===== config.mk =====
export PLATFORM = sky130hd
export DESIGN_NAME = seg7_scan_driver_flat
export DESIGN_NICKNAME = d
export VERILOG_FILES = /design/src/rtl/seg7_pkg.sv /design/src/rtl/seg7_scan_driver_if.sv /design/src/rtl/seg7_hex_decode.sv /design/src/rtl/seg7_scan_driver.sv /design/src/flat_wrapper.sv
export SDC_FILE = /design/constraint.sdc
export NUM_CORES = 1
export LEC_CHECK = 0
export ABC_AREA = 1
export CORE_MARGIN = 2
export CORE_UTILIZATION = 50
export CTS_CLUSTER_DIAMETER = 150
export CTS_CLUSTER_SIZE = 10
export DETAILED_ROUTE_END_ITERATION = 10
export PLACE_DENSITY = 0.83
export SLEW_MARGIN = 20
export SYNTH_ARGS = -nofsm -noshare
export SYNTH_HDL_FRONTEND = slang
export SYNTH_HIERARCHICAL = 1
export SYNTH_SLANG_ARGS = --single-unit

===== constraint.sdc =====
create_clock -name CLOCK_50 -period 2.1 [get_ports CLOCK_50]
set_input_delay 0.21 -clock CLOCK_50 [delete_from_list [all_inputs] [get_ports CLOCK_50]]
set_output_delay 0.21 -clock CLOCK_50 [all_outputs]
set_load 0.005 [all_outputs]

===== src/rtl/seg7_pkg.sv =====
// Shared types, blank pattern and hex-to-segment table for the seven-segment scan driver.
// Optional blinking in the driver is enabled with SEG7_BLINK_EN.
package seg7_pkg;

  typedef logic [6:0] seg7_t;

  localparam seg7_t SEG_BLANK = 7'h7F;

  // Active-low segments, bit0 = a .. bit6 = g; lower-case b and d keep them distinct from 8 and 0.
  function automatic seg7_t hex_to_seg7(input logic [3:0] nibble);
    seg7_t seg;
    seg = SEG_BLANK;
    case (nibble)
      4'h0: seg = 7'h40;
      4'h1: seg = 7'h79;
      4'h2: seg = 7'h24;
      4'h3: seg = 7'h30;
      4'h4: seg = 7'h19;
      4'h5: seg = 7'h12;
      4'h6: seg = 7'h02;
      4'h7: seg = 7'h78;
      4'h8: seg = 7'h00;
      4'h9: seg = 7'h10;
      4'hA: seg = 7'h08;
      4'hB: seg = 7'h03;
      4'hC: seg = 7'h46;
      4'hD: seg = 7'h21;
      4'hE: seg = 7'h06;
      4'hF: seg = 7'h0E;
    endcase
    return seg;
  endfunction

endpackage


===== src/rtl/seg7_scan_driver_if.sv =====
// Valid/ready load port carrying a packed hex value into the scan driver's shadow register.
// The driver side is the slave; user/control logic is the master.
interface seg7_scan_driver_if #(
  parameter int DIGITS = 4
);

  logic [4*DIGITS-1:0] VALUE_IN;
  logic                LOAD_VALID;
  logic                LOAD_READY;

  modport master (output VALUE_IN, output LOAD_VALID, input LOAD_READY);
  modport slave  (input VALUE_IN, input LOAD_VALID, output LOAD_READY);

endinterface


===== src/rtl/seg7_hex_decode.sv =====
// Combinational 4-bit to active-low 7-segment decoder used on the currently scanned nibble.
module seg7_hex_decode
  import seg7_pkg::*;
(
  input  logic [3:0] nibble_i,
  output seg7_t      seg_o
);

  assign seg_o = hex_to_seg7(nibble_i);

endmodule


===== src/rtl/seg7_scan_driver.sv =====
// N-digit multiplexed hex display driver with double-buffered load and leading-zero blanking.
// Define SEG7_BLINK_EN to add the BLINK_MASK port and the per-digit blink logic.
module seg7_scan_driver
  import seg7_pkg::*;
#(
  parameter int DIGITS       = 4,
  parameter int SCAN_DIV     = 50000,
  parameter int BLINK_FRAMES = 64
) (
  input  logic              CLOCK_50,
  input  logic              RESET,
  seg7_scan_driver_if.slave load_if,
  input  logic              BLANK_LZ,
`ifdef SEG7_BLINK_EN
  input  logic [DIGITS-1:0] BLINK_MASK,
`endif
  output logic [6:0]        SEG_N,
  output logic [DIGITS-1:0] DIG_N,
  output logic              FRAME_TICK
);

  localparam int PRE_W = $clog2(SCAN_DIV);
  localparam int IDX_W = $clog2(DIGITS);

  if (DIGITS < 2 || DIGITS > 8 || SCAN_DIV < 2 || BLINK_FRAMES < 1) begin : g_paramCheck
    $error("seg7_scan_driver: parameter out of range");
  end

  logic [PRE_W-1:0]    prescale_q, prescale_d;
  logic [IDX_W-1:0]    idx_q, idx_d;
  logic [4*DIGITS-1:0] shadow_q, active_q;
  logic                pending_q;
  seg7_t               segN_q;
  logic [DIGITS-1:0]   digN_q;

  logic                termCount, frameEnd, loadFire;
  logic [3:0]          curNibble;
  logic                curBlank, curHide, allZero;
  logic [DIGITS-1:0]   digStrobe;
  seg7_t               curSeg;

  assign termCount = (prescale_q == PRE_W'(SCAN_DIV - 1));
  assign frameEnd  = termCount && (idx_q == IDX_W'(DIGITS - 1));
  assign loadFire  = load_if.LOAD_VALID && !pending_q;

  always_comb begin
    prescale_d = termCount ? '0 : prescale_q + 1'b1;
    idx_d      = idx_q;
    if (termCount) begin
      idx_d = (idx_q == IDX_W'(DIGITS - 1)) ? '0 : idx_q + 1'b1;
    end
  end

`ifdef SEG7_BLINK_EN
  localparam int BLK_W = (BLINK_FRAMES > 1) ? $clog2(BLINK_FRAMES) : 1;

  logic [BLK_W-1:0] blinkCnt_q;
  logic             blinkOn_q;

  // Phase flips once every BLINK_FRAMES frame boundaries so blinking stays locked to the scan.
  always_ff @(posedge CLOCK_50) begin
    if (RESET) begin
      blinkCnt_q <= '0;
      blinkOn_q  <= 1'b1;
    end else if (frameEnd) begin
      if (blinkCnt_q == BLK_W'(BLINK_FRAMES - 1)) begin
        blinkCnt_q <= '0;
        blinkOn_q  <= !blinkOn_q;
      end else begin
        blinkCnt_q <= blinkCnt_q + 1'b1;
      end
    end
  end
`endif

  // A digit above 0 is a leading zero when it and every more significant digit are zero.
  always_comb begin
    curNibble = '0;
    curBlank  = 1'b0;
    curHide   = 1'b0;
    digStrobe = '1;
    allZero   = 1'b0;
    for (int k = 0; k < DIGITS; k++) begin
      if (idx_q == IDX_W'(k)) begin
        curNibble    = active_q[4*k +: 4];
        digStrobe[k] = 1'b0;
        allZero      = 1'b1;
        for (int j = k; j < DIGITS; j++) begin
          if (active_q[4*j +: 4] != 4'h0) allZero = 1'b0;
        end
        curBlank = BLANK_LZ && (k > 0) && allZero;
`ifdef SEG7_BLINK_EN
        curHide  = !blinkOn_q && BLINK_MASK[k];
`endif
      end
    end
  end

  seg7_hex_decode u_hexDecode (
    .nibble_i (curNibble),
    .seg_o    (curSeg)
  );

  // Active only changes on a frame boundary, so a frame never mixes old and new digits.
  always_ff @(posedge CLOCK_50) begin
    if (RESET) begin
      prescale_q <= '0;
      idx_q      <= '0;
      shadow_q   <= '0;
      active_q   <= '0;
      pending_q  <= 1'b0;
      segN_q     <= SEG_BLANK;
      digN_q     <= '1;
    end else begin
      prescale_q <= prescale_d;
      idx_q      <= idx_d;
      if (loadFire) begin
        shadow_q  <= load_if.VALUE_IN;
        pending_q <= 1'b1;
      end else if (frameEnd && pending_q) begin
        active_q  <= shadow_q;
        pending_q <= 1'b0;
      end
      segN_q <= (curBlank || curHide) ? SEG_BLANK : curSeg;
      digN_q <= digStrobe;
    end
  end

  assign load_if.LOAD_READY = !pending_q;
  assign SEG_N              = segN_q;
  assign DIG_N              = digN_q;
  assign FRAME_TICK         = frameEnd;

endmodule


===== src/flat_wrapper.sv =====
// flat-port wrapper written by rule: the top's interface ports become plain ports
module seg7_scan_driver_flat import seg7_pkg::*;
#(
  parameter int DIGITS       = 4,
  parameter int SCAN_DIV     = 50000,
  parameter int BLINK_FRAMES = 64
)
  (CLOCK_50, RESET, BLANK_LZ, SEG_N, DIG_N, FRAME_TICK, load_if_VALUE_IN, load_if_LOAD_VALID, load_if_LOAD_READY);
  seg7_scan_driver_if #(.DIGITS(DIGITS)) load_if_i ();
  input  logic CLOCK_50;
  input  logic RESET;
  input  logic BLANK_LZ;
  output logic [6:0] SEG_N;
  output logic [DIGITS-1:0] DIG_N;
  output logic FRAME_TICK;
  input wire logic [$bits(load_if_i.VALUE_IN)-1:0] load_if_VALUE_IN;
  input wire logic [$bits(load_if_i.LOAD_VALID)-1:0] load_if_LOAD_VALID;
  output wire logic [$bits(load_if_i.LOAD_READY)-1:0] load_if_LOAD_READY;
  assign load_if_i.VALUE_IN = load_if_VALUE_IN;
  assign load_if_i.LOAD_VALID = load_if_LOAD_VALID;
  assign load_if_LOAD_READY = load_if_i.LOAD_READY;
  seg7_scan_driver #(.DIGITS(DIGITS), .SCAN_DIV(SCAN_DIV), .BLINK_FRAMES(BLINK_FRAMES)) u_core (.CLOCK_50(CLOCK_50), .RESET(RESET), .load_if(load_if_i), .BLANK_LZ(BLANK_LZ), .SEG_N(SEG_N), .DIG_N(DIG_N), .FRAME_TICK(FRAME_TICK));
endmodule

==> metrics.yaml <==
drt:
  drt_iter0_drc: 154
  routed-wl-met3_um: 278
  routed_wl_um: 6330
  drtAntennaViolNets: 0
  routed-wl-met2_um: 3030
  drcViolationCount: 0
  top_layer_used: "met4"
  met1_length_um: 2930
  drt-pass1-iter-count: 4
  num_vias: 2684
  routedWlPerCell_um: 12.22
  viasPerCell: 5.181
clock_network:
  clk_latency_ps: 340
  hold_buffers: 0
  htreeDepth: 3
  cts_setup_buffers: 0
  cts_tree: "done"
  root_buffer: "clkbuf_8"
  path_clk_slew_ps: 70
  cts_num_sinks: 62
  cts-buffers-inserted: 9
  cts.path.max_buffers: 2
global_routing:
  grtUsageTotal_pct: 21.59
  grt_max_degree: 22
  grt_pass1_wl_um: 10980
  grt_pass1_vias: 2491
  grt_overflow: 0
  grt_antenna_before_repair: 0
timing:
  max_slew.worst_pin.slew_ps: 535.9
  min_period_ps: 2000
  hold_viol_final: 0
  holdWs_ps: 426.9
  fin_worst_skew_ps: 7.857
  report.final.slew_viol_count: 0
  setup_tns_ps: 0
  timing.slew.headroom_pct: 64.24
  max_freq_ghz: 0.5000
  setup_viol: 0
  fin_crit_sh_pct: 95.24
synthesis:
  yosysTopAreaCellShare_pct: 42.56
  seq_area_frac_synth_pct: 42.56
  synthTopCellsByCount: "nand2_1 (77), dfxtp_1 (62), nor2_1 (55)"
  netlist_area_mm2: 0.002917
  synth_nets: 435
  ys_ff_latch: 62
  synthCells: 403
  yosysTopAreaCell: "dfxtp_1"
  yosysMostFrequentCell: "nand2_1"
  synthArstFlopShare_pct: 0
  synth_cell_type_count: 28
  synth.avg_cell_area_um2: 7.237
  synth_enable_flop_cells: 0
  synthTopCellsByArea: "dfxtp_1 (43%), nand2_1 (9.9%), nor2_1 (7.1%)"
  yosysWarnings: 6
  synth_top_flop_cell: "dfxtp_1"
setup_path:
  worstPathArrival_ps: 1790
  worst-r2r-setup-slack_ps: 170
  r2r_end: "u_core/SEG_N[0]"
  critPathLaunch: "u_core/prescale_q[0]"
  crit_required_ps: 1890
  r2r_start: "u_core/idx_q[1]"
  r2r_cells: 13
  startpoint_type: "flip-flop"
  worstPathMaxFanout: 4
  crit_type: "flip-flop to output port"
  end_kind: "output port"
finish:
  syn_to_final_growth_pct: 21.62
  antenna_cells: 0
  layout.nets: 475
  fin_util_pct: 63.64
  drive_above_1_share_pct: 11.88
die:
  num_rows: 27
  die_w_um: 80.38
  io_pins: 33
  fp.dieH_um: 80.38
  dieArea_mm2: 0.006460
  initial_utilization_pct: 52.32
  core_mm2: 0.005574
run:
  drv_cap: 0
place:
  hpwl_um: 4499
  io_buffers: 32
  place_congestion: 0.8962
worst_hold_path:
  hold_path.class: "flip-flop to flip-flop"
  hold_path_end: "u_core/prescale_q[0]"
  hold_start: "u_core/prescale_q[0]"
  min_path_cells: 1
power:
  powerDensity_mw_per_mm2: 676.5
  peakVddDrop_mv: 0.4515
  leakage_nw: 1.408
  p_total_mw: 2.400
run_status:
  status: "finished, final reports clean"
-- stage by stage --
step,area (um^2),worst slack [ps],std cells
floorplan,2920,5.744,403
global placement,3323,146.8,504
detailed placement,3323,41.58,504
CTS,3515,54.23,518
global route,3547,-12.72,518
finish,3547,99.88,518
-- per-layer routing --
metal  global-route usage (%)  vias up
li1                         -     1390
met1                    27.20     1215
met2                    36.00       67
met3                    5.169       12
met4                    7.458        0
met5                        0        -
-- where the power goes --
group | total [mW] | switching [mW] | internal (mW)
clock network | 1.02 | 0.420 | 0.601
registers | 1.23 | 0.0205 | 1.21
logic | 0.144 | 0.0699 | 0.0739
total | 2.40 | 0.511 | 1.89
-- placed cells by master (no fill, tap or decap) --
cell	Yosys	routed
nand2_1	77	77
dfxtp_1	62	59
nor2_1	55	54
inv_1	41	36
a21oi_1	37	34
clkdlybuf4s50_1	0	31
nand3_1	28	28
o21ai_0	23	23
nand4_1	19	19
buf_4	3	14
clkbuf_8	0	11
nor3_1	11	11
inv_2	3	8
ha_1	12	7
ha_2	0	4
o211ai_1	3	3
a21oi_2	0	3
nor2_2	2	3
xor2_1	3	3
dfxtp_2	0	3
clkbuf_1	8	2
a22oi_1	2	2
nand3_2	2	2
bufinv_16	0	1
dlygate4sd2_1	0	1
nor4_1	1	1
nand2_2	1	1
clkinv_1	1	1
nor2_4	1	1
ha_4	0	1
o21ai_1	1	1
o21ai_2	1	1
-- state kept, by name, summed over array words and instances, names as in the netlist --
name and cells:
u_core/active_q 16, u_core/prescale_q 16, u_core/shadow_q 16, u_core/SEG_N 7, u_core/DIG_N 4, u_core/idx_q 2
u_core/pending_q 1
-- critical path, stage by stage, from the launching register on --
cell and delay (ps):
dfxtp_2 340, ha_2 170, nand2_1 100, inv_1 100
nand2_1 80, nor2_2 130, inv_1 80, nor3_1 190
dlygate4sd2_1 260
-- logic make-up after synthesis --
family / Yosys count / share of synthesized area (%)
and+or+nand+nor: 197 / 29.69
AOI/OAI and AO/OA: 67 / 12.05
buffers and inverters: 62 / 9.653
DFF: 62 / 42.56
adders and majority gates: 12 / 5.148
xor gates and xnor gates: 3 / 0.9011
-- how the worst max path moves through the flow --
| stage | endpoint | depth (start not counted) | slack (ps) |
|---|---|---|---|
| global route | u_core/SEG_N[0] | 13 | -10 |
| floorplan | u_core/SEG_N[3] | 12 | 6 |
| global placement | u_core/SEG_N[3] | 12 | 150 |
| finish | FRAME_TICK | 8 | 100 |
| detailed placement | u_core/SEG_N[3] | 12 | 40 |
| CTS | u_core/SEG_N[0] | 13 | 50 |
-- cell type report --
| cell class | count | area [um^2] |
|---|---|---|
| Clock buffer | 13 | 158.9 |
| Clock inverter | 1 | 30.03 |
| Fill cell | 503 | 2027 |
| Inverter | 45 | 168.9 |
| Multi-Input combinational cell | 279 | 1430 |
| Sequential cell | 62 | 1245 |
| Tap cell | 72 | 90.09 |
| Timing Repair Buffer | 46 | 424.2 |
-- what timing repair did --
action,4_1_cts,5_1_grt
pin swaps,0,2
setup endpoints to repair,2,8
gates resized for setup,2,16
No activity file was read; power rests on OpenSTA's default activity.
